### config.mk
export PLATFORM = sky130hd
export DESIGN_NAME = dm_arbiter
export DESIGN_NICKNAME = d
export VERILOG_FILES = /design/src/rtl/dm_arbiter.sv
export SDC_FILE = /design/constraint.sdc
export NUM_CORES = 1
export LEC_CHECK = 0
export CORE_MARGIN = 1.5
export CORE_UTILIZATION = 33
export CTS_BUF_LIST = sky130_fd_sc_hd__clkbuf_4
export CTS_CLUSTER_DIAMETER = 50
export CTS_CLUSTER_SIZE = 14
export DETAILED_ROUTE_END_ITERATION = 10
export HOLD_SLACK_MARGIN = 0.03
export PLACE_DENSITY = 0.72
export SLEW_MARGIN = 30
export SYNTH_ARGS = -nofsm -noshare
export SYNTH_HDL_FRONTEND = slang
export SYNTH_SLANG_ARGS = --single-unit
### constraint.sdc
create_clock -name clk -period 2.7 [get_ports clk]
set_clock_uncertainty 0.1 [all_clocks]
set_input_delay 0.405 -clock clk [delete_from_list [all_inputs] [get_ports clk]]
set_output_delay 0.405 -clock clk [all_outputs]
set_load 0.1 [all_outputs]
### src/rtl/dm_arbiter.sv
// Two-port arbiter and load/store sequencer in front of the word-wide dm_1k memory.
// Adds byte/half/word accesses; sub-word stores run as read-modify-write.
module dm_arbiter #(
    parameter int unsigned A_PRIORITY = 0
) (
    input  logic        clk,
    input  logic        rst,
    input  logic        a_req,
    input  logic        a_we,
    input  logic [1:0]  a_size,
    input  logic        a_uns,
    input  logic [9:0]  a_addr,
    input  logic [31:0] a_wdata,
    output logic        a_ack,
    input  logic        b_req,
    input  logic        b_we,
    input  logic [1:0]  b_size,
    input  logic        b_uns,
    input  logic [9:0]  b_addr,
    input  logic [31:0] b_wdata,
    output logic        b_ack,
    output logic [31:0] rsp_rdata,
    output logic        rsp_err,
    output logic        busy,
    output logic [9:0]  dm_addr,
    output logic [31:0] dm_din,
    output logic        dm_we,
    input  logic [31:0] dm_dout
);

    typedef enum logic [1:0] {IDLE, ACC, WR, DONE} state_t;

    state_t      state;
    logic        owner_b;
    logic        last_b;
    logic        t_we;
    logic [1:0]  t_size;
    logic        t_uns;
    logic [9:0]  t_addr;
    logic [31:0] t_wdata;
    logic [31:0] mbuf;

    logic        grant_b;
    logic        s_we;
    logic [1:0]  s_size;
    logic        s_uns;
    logic [9:0]  s_addr;
    logic [31:0] s_wdata;
    logic        t_err;
    logic [7:0]  lane_b;
    logic [15:0] lane_h;
    logic [31:0] load_val;
    logic [31:0] merged;

    // Tie-break: round-robin against the last grant, or A wins outright.
    always_comb begin
        grant_b = 1'b0;
        if (a_req && b_req)
            grant_b = (A_PRIORITY == 0) ? !last_b : 1'b0;
        else
            grant_b = b_req;
    end

    always_comb begin
        s_we    = a_we;
        s_size  = a_size;
        s_uns   = a_uns;
        s_addr  = a_addr;
        s_wdata = a_wdata;
        if (grant_b) begin
            s_we    = b_we;
            s_size  = b_size;
            s_uns   = b_uns;
            s_addr  = b_addr;
            s_wdata = b_wdata;
        end
    end

    always_comb begin
        t_err = 1'b0;
        case (t_size)
            2'b11:   t_err = 1'b1;
            2'b10:   t_err = (t_addr[1:0] != 2'b00);
            2'b01:   t_err = t_addr[0];
            default: t_err = 1'b0;
        endcase
    end

    always_comb begin
        lane_b   = dm_dout[{t_addr[1:0], 3'b000} +: 8];
        lane_h   = dm_dout[{t_addr[1], 4'b0000} +: 16];
        load_val = dm_dout;
        if (t_size == 2'b00)
            load_val = t_uns ? {24'h000000, lane_b} : {{24{lane_b[7]}}, lane_b};
        else if (t_size == 2'b01)
            load_val = t_uns ? {16'h0000, lane_h} : {{16{lane_h[15]}}, lane_h};
    end

    always_comb begin
        merged = dm_dout;
        if (t_size == 2'b00)
            merged[{t_addr[1:0], 3'b000} +: 8] = t_wdata[7:0];
        else
            merged[{t_addr[1], 4'b0000} +: 16] = t_wdata[15:0];
    end

    // Write strobe is combinational so a word store lands at the end of ACC;
    // reset masks it so an interrupted transaction never reaches memory.
    always_comb begin
        dm_we  = !rst && ((state == ACC && t_we && t_size == 2'b10 && !t_err) || state == WR);
        dm_din = (state == WR) ? mbuf : t_wdata;
    end

    always_ff @(posedge clk) begin
        if (rst) begin
            state     <= IDLE;
            a_ack     <= 1'b0;
            b_ack     <= 1'b0;
            rsp_rdata <= '0;
            rsp_err   <= 1'b0;
            busy      <= 1'b0;
            dm_addr   <= '0;
            owner_b   <= 1'b0;
            last_b    <= 1'b1;
            t_we      <= 1'b0;
            t_size    <= '0;
            t_uns     <= 1'b0;
            t_addr    <= '0;
            t_wdata   <= '0;
            mbuf      <= '0;
        end else begin
            a_ack <= 1'b0;
            b_ack <= 1'b0;
            case (state)
                IDLE: begin
                    if (a_req || b_req) begin
                        owner_b <= grant_b;
                        last_b  <= grant_b;
                        t_we    <= s_we;
                        t_size  <= s_size;
                        t_uns   <= s_uns;
                        t_addr  <= s_addr;
                        t_wdata <= s_wdata;
                        dm_addr <= {s_addr[9:2], 2'b00};
                        rsp_err <= 1'b0;
                        busy    <= 1'b1;
                        state   <= ACC;
                    end
                end
                ACC: begin
                    if (t_err) begin
                        rsp_err <= 1'b1;
                        state   <= DONE;
                    end else if (!t_we) begin
                        rsp_rdata <= load_val;
                        state     <= DONE;
                    end else if (t_size == 2'b10) begin
                        state <= DONE;
                    end else begin
                        mbuf  <= merged;
                        state <= WR;
                    end
                end
                WR: begin
                    state <= DONE;
                end
                DONE: begin
                    a_ack <= !owner_b;
                    b_ack <= owner_b;
                    busy  <= 1'b0;
                    state <= IDLE;
                end
                default: begin
                    busy  <= 1'b0;
                    state <= IDLE;
                end
            endcase
        end
    end

endmodule
Yosys cells after proc, flatten, opt, wreduce, memory -nomap -nowiden. Index checks and enable logic that the tools add are counted. Widths: inputs -> output; s select.

Add/subtract/negate cells: 2. Equality and inequality tests: 8. Shift operators: 6. Mux-type cells: 25. Bitwise operators: 4. Reduce and logical (&&, ||, !) cells: 22.

Operators with widths (count): $mux 32 (7); $bwmux 32 (2); $shift 16x7->32 const A (1); $shift 8x7->32 const A (1); $shiftx 16x7->32 (1); $shiftx 32x6->16 (1); $shiftx 32x6->8 (1); $shiftx 8x7->32 (1); $neg 5->7 (2); $mux 10 (1); $mux 1 (9); $eq 2x2->1 const B (4); $pmux 2 s4 (1); $reduce_and 3->1 (2); $reduce_bool 2->1 (3); $logic_and 1x1->1 (5); $eq 2x1->1 const B (2); $logic_not 1->1 (4); $logic_not 2->1 (2); $mux 2 (2); $ne 2x2->1 const B (2); $not 1->1 (4); $pmux 1 s2 (2); $reduce_and 2->1 (2); 4 further kinds (5).

Register bits after elaboration: 118. Bits of input ports: 128. Output and inout port bits: 79. Word-level logic and storage cells: 82.

Logic depth before layout (Yosys ltp). Gate-level depths: netlist of run 1.

Depth after elaboration: 6. Depth in mapped cells: 8. Gate-level depth less buffers: 6.

Worst setup path before layout of run 1. OpenSTA, ideal clock, no wires.

Kind: register to output. Start point: reg state[0]. End point: out dm_we. Arrival time: 2.451 ns. Required time: 2.195 ns. Setup slack: -0.256 ns. Stages on the path, launching flop included: 7. Path buffers: 2. Cells stage by stage: dfxtp_1 inv_1 ha_1 clkbuf_1 clkbuf_1 a21oi_1 nor2_1.

Word-level cells in the longest chain between the ends: 6. Elaborated cells on any way between the ends: 7. Classes of those cells: 2 x eq/ne; 5 x reduce/logical.

RTL lines: from (decl) (RTL line 33) `state_t state;`; from (signal assigned) (RTL line 116) `state <= IDLE;`; from (signal assigned) (RTL line 147) `state <= ACC;`; from (signal assigned) (RTL line 153) `state <= DONE;`; $eq 2x1->1 (RTL line 110) `dm_we = !rst && ((state == ACC && t_we && t_size == 2'b10 && !t_err) || state == WR);`; $logic_and 1x1->1 (3 in a row) (RTL line 110); $logic_or 1x1->1 * (RTL line 110); $logic_and 1x1->1 * (RTL line 110); to (decl) (RTL line 27) `output logic dm_we,`.

Every way passes the cells marked *; elsewhere a longest branch is shown, timed or not.

Worst setup path after layout of run 1.
Start point: reg state[0]. End point: out dm_din[7].

Word-level cells in the longest chain between the ends: 2.

RTL lines: $eq 2x2->1 (RTL line 111) `dm_din = (state == WR) ? mbuf : t_wdata;`; $mux 32 (RTL line 111); to (decl) (RTL line 26) `output logic [31:0] dm_din,`.

No other way between the ends.

==> results of run 1 <==
## power groups by stage
stage | Combinational (mW) | Clock, mW | Sequential, mW
4_1_cts | 8.72 | 1.46 | 2.88
3_5_place_dp | 8.70 | 0 | 2.92
6_report | 8.70 | 1.43 | 2.88
2_1_floorplan | 4.42 | 0 | 4.73
3_3_place_gp | 8.64 | 0 | 2.90
5_1_grt | 9.16 | 1.54 | 2.95
## worst max-delay path, stage by stage (launching register included)
cell and delay (ns):
dfxtp_1 0.35, inv_1 0.15, ha_1 0.23, buf_12 0.21
mux2_2 0.40, buf_12 0.17
## registers in the layout (all words and copies together) (netlist names)
register / flops
a_ack: 1
b_ack: 1
busy: 1
dm_addr: 8
last_b: 1
mbuf: 32
owner_b: 1
rsp_err: 1
rsp_rdata: 32
state: 2
t_addr: 2
t_size: 2
t_uns: 1
t_wdata: 32
t_we: 1
## worst max-delay path by stage
stage                               end  cells after the start       start
after detailed placement  rsp_rdata[10]                      5  dm_dout[7]
after CTS                     dm_din[7]                      5    state[0]
final                         dm_din[7]                      5    state[0]
after floorplan                   dm_we                      6    state[0]
after global placement    rsp_rdata[15]                      5  dm_dout[7]
after global routing          dm_din[7]                      5    state[0]
## cell usage after synthesis (all sizes together)
cell type,instances,area (um^2)
dfxtp,118,2360
nor2,104,393
a211oi,73,548
mux2i,70,701
nand2,46,173
clkbuf,36,136
a221oi,33,289
mux2,32,360
buf,26,151
a21oi,22,114
nor3,17,90.1
a211o,16,140
ha,10,125
a31oi,9,56.3
o21a,9,67.6
a311oi,8,70.1
a2bb2oi,7,61.3
inv,7,26.3
o21ai,5,28.8
a21boi,4,37.5
nor2b,3,18.8
mux4,2,45.0
nand2b,2,12.5
nand3,2,10.0
or2,2,12.5
a21o,1,7.51
a22oi,1,7.51
and2,1,6.26
and3b,1,8.76
and4b,1,10.0
conb,1,3.75
nand3b,1,7.51
nand4,1,6.26
nor3b,1,7.51
nor4bb,1,10.0
o21bai,1,7.51
o32ai,1,27.5
or3,1,11.3
## metal layers
layer  global-route usage, %  up-vias
met5                       0        -
met4                    7.89        0
met3                    5.37       34
met2                    30.8      246
met1                    26.5     2716
li1                        -     2880
## cells by family after synthesis
kind of cell               count (synthesis)  synth area share (%)
AOI/OAI and AO/OA                        190                  23.8
and+or+nand+nor                          184                  12.6
DFF                                      118                  38.4
muxes                                    104                  18.0
buffers and inverters                     69                  5.11
adders and majority gates                 10                  2.03
other                                      1                0.0610
## cell type report
type	count	area [um^2]
clock buffer	20	150
clock inverter	12	159
fill	1757	9210
inverter	7	26.3
multi-input combinational	490	3500
sequential	118	2360
tap	229	287
timing repair buffer	221	2450
## through the flow
stage / hold slack [ns] / worst slack (ns) / power [mW] / util, %
6_report: 0.0970 / 0.0916 / 13.0 / 49.2
4_1_cts: 0.0707 / 0.0646 / 13.1 / 49.2
5_1_grt: 0.0990 / 0.00779 / 13.6 / 49.2
3_3_place_gp: 0.338 / 0.436 / 11.5 / 47.5
3_5_place_dp: 0.339 / 0.387 / 11.6 / 47.5
2_1_floorplan: 0.314 / 0.191 / 9.15 / -
==> summary.txt, run 1 <==
Worst setup path
  • CP startpoint kind: flip-flop
  • WS Path Type: reg2out
  • WP data required: about 2.2 ns
  • Reg2reg end: mbuf[28]
  • R2R setup slack: around 0.4 ns
  • Max FO, Critical Path: 33
  • R2r startpoint: t_addr[1]
  • Critical Path Sink Type: output pin
  • R2R depth: 7
  • Critical Path AT: ~2.1 ns

STA
  • Tcrit/Tclk final: between 90% and 100%
  • Slew HR: about half
  • Worst Tran Pin Value: 0.741 ns
  • Max Slew Vio Count: 0
  • Tmin final: roughly 2.6 ns
  • Max Freq: between 300 and 400 MHz
  • Setup_tns: 0 ns
  • Final Hold Fails: 0
  • Setup violations, final: 0
  • RSZ-0062 raised after global routing: false

Power and ir drop
  • Power per cell area: 1450 nW/um^2
  • Sequential power share: around 22%
  • Leakage: approximately 3.4 nW
  • Power share of the combinational group: between 60% and 70%
  • Internal power: approximately 5.8 mW
  • VDD IR max: between 0.6 and 0.7 mV
  • Switching Share: between 50% and 60%
  • NetSw: between 7 and 8 mW
  • Clock power frac: between 10% and 20%

Clock tree
  • Latest clock arrival within the worst-skew pair: between 0.5 and 0.6 ns
  • TritonCTS Buffers: 17
  • H-tree levels: 4
  • # hold bufs at CTS: 0
  • CTS root buf: clkbuf_4
  • Clock Path Buffers: 2
  • Clock Pin Slew Worst Setup and Hold Paths: 0.11 ns
  • Clock Sinks: approximately 120
  • Post_cts resized: 0
  • CTS tree: yes
  • Post-CTS Setup Repair Bufs: 0

Yosys
  • Post-Syn Area: 6150 um^2
  • Sequential element share of the synthesized area: 38.4%
  • Total number of yosys warnings: 0
  • Post-synthesis cell count: a little under 700
  • #FFs+latches synth: 118
  • Synth Area per Inst: between 9 and 10 um^2
  • Unique masters post-synth: 48

Place
  • Post-DP HPWL: between 10000 and 15000 um
  • Input/output buffers: around 200
  • Post-placement cell area: between 8000 and 9000 um^2
  • GPL Wtd Cong: between 0.8 and 0.9
  • Placed insts: ~1100

Hold path
  • Hold path endpoint: owner_b
  • Min-Delay Path Class: in2reg
  • Hold Path Stages: 2
  • Min-delay src: rst

Cells and area
  • Fin area: 8940 um^2
  • Commonest cells after routing, fill and taps aside: 126 x clkdlybuf4s50_1, 117 x dfxtp_1, 101 x nor2_1
  • Most common cell after layout, fill and taps aside: clkdlybuf4s50_1
  • Final #Nets: just under 1000
  • Layout cell share with drive strength beyond 1: 19.8%
  • Diodes inserted: 0
  • Final Instance Count excl. Fillers: approximately 1100
  • Area delta synth->final: 45.3%

Routing
  • Via total after detailed routing: slightly below 6000
  • Via-to-Cell Ratio: roughly 5.4
  • M1 WL: ~8500 um
  • DR iter-0 viols: 340
  • Total wire length: 19300 um
  • WL met3: around 1500 um
  • WL per Instance: 17.6 um
  • DRT Pass-1 Iters: 9
  • Detail Route met2 WL: ~8800 um
  • Final ANT Viol Nets: 0
  • DRC Markers: 14
  • Top routing layer in use: met4

Floorplanning
  • Io pins: 207
  • Die area: 19500 um^2
  • Die width: between 100 and 150 um
  • Core area: about 18000 um^2
  • Row count: 49
  • Starting density of the core: around a third
  • Die Ht: 140 um

Run status
  • Status: finished with violations
  • Failing checks: DRC

Global route
  • First-pass GRT wire length: ~30000 um
  • Tot GR Track Use: ~20%
  • Antenna violations before repair: 0
  • Largest net degree at the start of global routing: slightly below 90
  • Total grt overflow: 0
  • Vias in the first global route: 5491

Flow run
  • Max-capacitance violation count: 0
(Power assumes the default switching activity.)
==> run 2: changes to the inputs <==
--- a/config.mk
+++ b/config.mk
@@ -12,7 +12,7 @@
 export CTS_CLUSTER_SIZE = 14
 export DETAILED_ROUTE_END_ITERATION = 10
 export HOLD_SLACK_MARGIN = 0.03
-export PLACE_DENSITY = 0.72
+export PLACE_DENSITY = 0.61
 export SLEW_MARGIN = 30
 export SYNTH_ARGS = -nofsm -noshare
 export SYNTH_HDL_FRONTEND = slang
==> run 2 against run 1 <==
Effect of this change:
- the flow still finishes with violations (DRC)
- power down 2.9%
- combinational power up 0.5%
- critical path type unchanged
- highest routed layer unchanged
- worst setup slack better by 0.040 ns
- global-route usage down 0.21 points
- worst hold slack worse by 0.015 ns
- clock power down 28%
- routed wire length down 1.3%
- flip-flop and latch count unchanged
- first-iteration DRC count up 5.3%
- utilization down 0.39 points
==> summary.txt, run 2 (same netlist as run 1, synthesis figures left out) <==
Clock tree
  • TritonCTS Buffers: 17 (unchanged)
  • CTS tree: yes
  • Clock Path Buffers: 2 (unchanged)
  • Clock Pin Slew Worst Setup and Hold Paths: 0.10 ns (about the same)
  • Clock Sinks: 118 (unchanged)
  • CTS root buf: clkbuf_4
  • Latest clock arrival within the worst-skew pair: 0.53 ns (-0.02 ns)
  • H-tree levels: 4 (unchanged)

Power and ir drop
  • Internal power: 5.51 mW (-5.3%)
  • Power share of the combinational group: 69.2% (+2.3 points)
  • Sequential power share: 22.6% (+0.5 points)
  • VDD IR max: 0.556 mV (-10%)
  • Leakage: 3.36 nW (-0.67%)
  • Power per cell area: 1420 nW/um^2 (-2.1%)
  • Switching Share: 56.4% (+1.1 points)
  • NetSw: 7.12 mW (-0.92%)
  • Clock power frac: 8.2% (-2.8 points)

Global route
  • First-pass GRT wire length: 30000 um (-1.4%)
  • Antenna violations before repair: 0 (unchanged)
  • Vias in the first global route: 5421 (-1.3%)
  • Total grt overflow: 0 (unchanged)
  • Tot GR Track Use: 19.7% (-0.21 points)
  • Largest net degree at the start of global routing: 63 (-28%)

STA
  • Tcrit/Tclk final: 95.1% (-1.5 points)
  • Max Freq: 389 MHz (+1.5%)
  • RSZ-0062 raised after global routing: false
  • Hold WS: 0.0824 ns (-0.0146 ns)
  • Max Slew Vio Count: 0 (unchanged)
  • Final Hold Fails: 0 (unchanged)
  • Setup violations, final: 0 (unchanged)
  • Slew HR: 53.1% (+2.5 points)
  • Worst Tran Pin Value: 0.684 ns (-0.0564 ns)
  • Tmin final: 2.57 ns (-0.0397 ns)
  • Setup_tns: 0 ns (unchanged)

Worst setup path
  • CP max-delay cell: mux2_2
  • Critical Path Sink Type: output pin
  • Critical Path AT: 2.06 ns (-0.04 ns)
  • Slowest stage delay, CP: 0.41 ns (about the same)
  • WP data required: 2.19 ns (about the same)
  • Max FO, Critical Path: 33 (unchanged)
  • CP startpoint kind: flip-flop
  • Crit path cell chain: inv_1 -> ha_1 -> buf_12 -> mux2_2 -> buf_12
  • WS Path Type: reg2out
  • Most frequent CP cell: buf_12

Floorplanning
  • Core area: 18100 um^2 (unchanged)
  • Row count: 49 (unchanged)
  • Die Ht: 140 um (unchanged)
  • Starting density of the core: 33.9% (unchanged)
  • Die width: 140 um (unchanged)
  • Io pins: 207 (unchanged)
  • Die area: 19500 um^2 (unchanged)

Cells and area
  • Layout cell share with drive strength beyond 1: 20.0% (+0.16 points)
  • Diodes inserted: 0 (unchanged)
  • Commonest cells after routing, fill and taps aside: 126 x clkdlybuf4s50_1, 117 x dfxtp_1, 102 x nor2_1
  • Largest regs: mbuf x32, rsp_rdata x32, t_wdata x32
  • Most common cell after layout, fill and taps aside: clkdlybuf4s50_1
  • Final #Nets: 997 (+0.40%)
  • Area delta synth->final: 44.1%

Routing
  • Final ANT Viol Nets: 0 (unchanged)
  • Via total after detailed routing: 5695 (-3.1%)
  • Detail Route met2 WL: 8560 um (-2.3%)
  • Via-to-Cell Ratio: 5.18 (-3.3%)
  • WL met3: 1200 um (-21%)
  • Top routing layer in use: met4
  • DR iter-0 viols: 358 (+5.3%)
  • DRC Markers: 11 (-3)
  • DRT Pass-1 Iters: 8 (-1)
  • M1 WL: 8870 um (+4.5%)
  • WL per Instance: 17.3 um (-1.6%)
  • Total wire length: 19100 um (-1.3%)

Place
  • Input/output buffers: 204 (unchanged)
  • Post-DP HPWL: 14300 um (-1.5%)
  • GPL Wtd Cong: 0.828 (-4.0%)

Run status
  • Failing checks: DRC
  • Status: finished with violations

Flow run
  • Max-capacitance violation count: 0 (unchanged)

Hold path
  • Min-Delay Path Class: in2reg
## run 2: cell count changes in the layout (fill, tap and decap cells not counted)
cell,delta
buf_4,+4
bufinv_16,-4
clkbuf_4,+3
clkinv_1,+1
clkinvlp_4,-1
ha_1,-1
ha_2,+1
nor2_1,+1
nor2_2,-1
## run 2: what timing repair did
action | CTS | global route
hold endpoints to repair | 0 | 0
setup endpoints to repair | 0 | 1
setup buffers | 0 | 0
hold buffers | 0 | 0
resized for setup | 0 | 1
## run 2: per-layer routing
layer  vias up  global-route usage (%)
met5         -                       0
li1       2893                       -
met3        28                    5.09
met1      2602                    26.7
met4         0                    7.33
met2       172                    30.2
## run 2: metrics by stage
| step | worst slack (ns) | instance area [um^2] | instances | total power [mW] | utilization [%] |
|---|---|---|---|---|---|
| floorplan | 0.191 | 6160 | 677 | 9.15 | - |
| global placement | 0.396 | 8660 | 1069 | 11.6 | 47.7 |
| detailed placement | 0.378 | 8660 | 1069 | 11.7 | 47.7 |
| CTS | 0.0740 | 8860 | 1100 | 12.7 | 48.8 |
| global route | 0.0133 | 8870 | 1100 | 13.3 | 48.9 |
| finish | 0.131 | 8870 | 1100 | 12.6 | 48.9 |
## run 2: path summary, 6_finish.rpt
check                               start  slack [ns]            end  cells after the start
worst min register to register   mbuf[13]        0.36       mbuf[13]                      2
worst max register to register  t_addr[1]        0.48       mbuf[30]                      7
worst min-delay path                  rst        0.08  rsp_rdata[24]                      2
worst max-delay path             state[0]        0.13      dm_din[7]                      5
## run 2: power groups by stage
| stage | clock network, mW | registers (mW) | logic, mW |
|---|---|---|---|
| floorplan | 0 | 4.73 | 4.42 |
| global placement | 0 | 2.89 | 8.71 |
| detailed placement | 0 | 2.90 | 8.77 |
| CTS | 1.08 | 2.86 | 8.78 |
| global route | 1.15 | 2.94 | 9.20 |
| finish | 1.03 | 2.86 | 8.74 |
## run 2: layout make-up
class | count | area, um^2
Fill cell | 1751 | 9280
Inverter | 7 | 26.3
Multi-Input combinational cell | 490 | 3500
Sequential cell | 118 | 2360
Clock inverter | 8 | 35.0
Timing Repair Buffer | 225 | 2480
Tap cell | 229 | 287
Clock buffer | 23 | 173
## run 2: worst max-delay path: cells and delay by family (launching register included)
| kind | cells | cell delay, ns |
|---|---|---|
| fa+ha+maj | 1 | 0.22 |
| buf+inv | 3 | 0.53 |
| flops | 1 | 0.34 |
| mux | 1 | 0.41 |
==> run 3: changes to the inputs <==
--- a/config.mk
+++ b/config.mk
@@ -6,13 +6,14 @@
 export NUM_CORES = 1
 export LEC_CHECK = 0
 export CORE_MARGIN = 1.5
-export CORE_UTILIZATION = 33
+export CORE_UTILIZATION = 45
 export CTS_BUF_LIST = sky130_fd_sc_hd__clkbuf_4
 export CTS_CLUSTER_DIAMETER = 50
 export CTS_CLUSTER_SIZE = 14
 export DETAILED_ROUTE_END_ITERATION = 10
+export GPL_TIMING_DRIVEN = 0
 export HOLD_SLACK_MARGIN = 0.03
-export PLACE_DENSITY = 0.61
+export PLACE_DENSITY = 0.79
 export SLEW_MARGIN = 30
 export SYNTH_ARGS = -nofsm -noshare
 export SYNTH_HDL_FRONTEND = slang
==> run 3 against run 2 <==
Effect of this change:
- the run now ends clean
- sequential power hardly changed
- utilization rose by 17 points
- design area down 1.4%
- power grew 0.27%
- register-to-register slack worse by 0.30 ns
- clock-buffer cell count down 3
- routed wire length rose by 2.6%
- worst setup slack lost 0.028 ns
- critical path type unchanged
- largest power group unchanged
==> summary.txt, run 3 (same netlist as run 1, synthesis figures left out) <==
Cells and area
  • Area delta synth->final: 42.1%
  • Most common cell after layout, fill and taps aside: clkdlybuf4s50_1
  • Fin util: 65.7% (+17 points)
  • Reg area: 2370 um^2 (+0.11%)
  • Final Instance Count excl. Fillers: 1088 (-1.1%)
  • Multi-input logic area: 3500 um^2 (about the same)
  • Largest regs: mbuf x32, rsp_rdata x32, t_wdata x32
  • Commonest cells after routing, fill and taps aside: 170 x clkdlybuf4s50_1, 117 x dfxtp_1, 102 x nor2_1
  • Final #Nets: 1037 (+4.0%)
  • Diodes inserted: 0 (unchanged)
  • Layout cell share with drive strength beyond 1: 15.6% (-4.4 points)
  • Fillcell total: 1142 (-35%)

Global route
  • Tot GR Track Use: 27.4% (+7.6 points)
  • First-pass GRT wire length: 31000 um (+3.0%)
  • Antenna violations before repair: 0 (unchanged)
  • Total grt overflow: 0 (unchanged)
  • Largest net degree at the start of global routing: 17 (-73%)
  • Vias in the first global route: 6050 (+12%)

Clock tree
  • Latest clock arrival within the worst-skew pair: 0.54 ns (about the same)
  • CTS root buf: clkbuf_4
  • TritonCTS Buffers: 17 (unchanged)
  • Clock Pin Slew Worst Setup and Hold Paths: 0.10 ns (about the same)
  • Clock Path Buffers: 2 (unchanged)
  • CTS tree: yes
  • # hold bufs at CTS: 0 (unchanged)
  • H-tree levels: 4 (unchanged)
  • Clock Sinks: 118 (unchanged)

Hold path
  • Min-Delay Path Class: in2reg

Worst setup path
  • Critical Path AT: 2.09 ns (+0.03 ns)
  • WS Path Type: reg2out
  • CP max-delay cell: dfxtp_1
  • Crit path cell chain: ha_4 -> clkbuf_4 -> mux2_2 -> buf_4
  • WP data required: 2.19 ns (about the same)
  • Max FO, Critical Path: 10 (-70%)
  • Slowest stage delay, CP: 0.46 ns (+0.05 ns)
  • CP startpoint kind: flip-flop
  • Critical Path Sink Type: output pin

Floorplanning
  • Die width: 120 um (-14%)
  • Core area: 13300 um^2 (-27%)
  • Die area: 14400 um^2 (-26%)
  • Row count: 42 (-14%)
  • Die Ht: 120 um (-14%)
  • Starting density of the core: 46.3% (+12 points)
  • Io pins: 207 (unchanged)

STA
  • Slew HR: 32.9% (-20 points)
  • Hold WS: 0.302 ns (+0.219 ns)
  • Max Freq: 385 MHz (-1.1%)
  • Worst Tran Pin Value: 1.00 ns (+0.319 ns)
  • Setup violations, final: 0 (unchanged)
  • Tmin final: 2.60 ns (+0.0280 ns)
  • Final Hold Fails: 0 (unchanged)
  • Max Slew Vio Count: 0 (unchanged)
  • Tcrit/Tclk final: 96.2% (+1.0 points)
  • RSZ-0062 raised after global routing: false
  • Final setup margin: 0.103 ns (-0.0280 ns)

Place
  • Post-DP HPWL: 15100 um (+5.7%)
  • Placed insts: 1056 (-1.2%)
  • Post-place setup slack: -0.710 ns (-1.09 ns)
  • GPL Wtd Cong: 0.940 (+13%)
  • Input/output buffers: 203 (-0.49%)

Routing
  • Via total after detailed routing: 6146 (+7.9%)
  • Total wire length: 19500 um (+2.6%)
  • Via-to-Cell Ratio: 5.65 (+9.1%)
  • DRC Markers: 0 (-11)
  • Final ANT Viol Nets: 0 (unchanged)
  • WL per Instance: 18.0 um (+3.7%)
  • DRT Pass-1 Iters: 6 (-2)
  • DR iter-0 viols: 633 (+77%)

Power and ir drop
  • Leakage: 3.27 nW (-2.8%)
  • VDD IR max: 0.790 mV (+42%)
  • Power per cell area: 1450 nW/um^2 (+1.7%)

Flow run
  • Max-capacitance violation count: 0 (unchanged)

Run status
  • Status: complete, no violations
-- run 3: cell types whose count changed in the layout (fill, tap and decap cells not counted), sizes merged --
cell and change:
buf -42, bufinv +5, clkbuf +32, clkdlybuf4s15 +3, clkdlybuf4s50 +44, clkinv -2
clkinvlp +2, inv -1
-- run 3: timing repair --
item | in CTS | in global routing
gates resized for setup | 205 | 8
endpoints found under the setup margin | 33 | 30
buffers inserted | 0 | 1
-- run 3: power by group --
part | total [mW] | switching [mW] | internal, mW
clock | 1.51 | 0.662 | 0.844
sequential | 2.84 | 0.485 | 2.35
combinational | 8.32 | 6.00 | 2.32
-- run 3: worst max-delay path: cells and delay by family, from the launching register on --
family | cells | cell delay [ns]
mux | 1 | 0.36
fa+ha+maj | 1 | 0.24
flops | 1 | 0.46
buf+inv | 2 | 0.48
-- run 3: path summary, 6_finish.rpt --
kind	to	slack (ns)	from	cells past startpoint
min	rsp_rdata[2]	0.30	rst	2
max reg2reg	mbuf[8]	0.18	t_addr[1]	9
min reg2reg	a_ack	0.35	owner_b	1
max	dm_din[24]	0.10	state[1]	4
-- run 3: layer usage --
layer / part of all wire [%] / global-route usage, %
met5: 0 / 0
met4: 4.7 / 14.7
met3: 7.4 / 6.23
met2: 46 / 42.8
met1: 42 / 35.0
-- run 3: cell type report --
type	count	share of cell area, %
buffer	61	3.56
timing repair buffer	204	22.6
clock buffer	20	1.72
clock inverter	12	2.09
tap	176	2.52
sequential	118	27.1
inverter	7	0.344
multi-input combinational	490	40.1
-- run 3: through the flow --
step / setup TNS, ns / power (mW) / cell area, um^2
floorplan: 0 / 9.15 / 6160
global placement: -19.88 / 11.0 / 8410
detailed placement: -20.09 / 11.1 / 8410
CTS: 0 / 12.6 / 8710
global route: 0 / 13.2 / 8740
finish: 0 / 12.7 / 8740
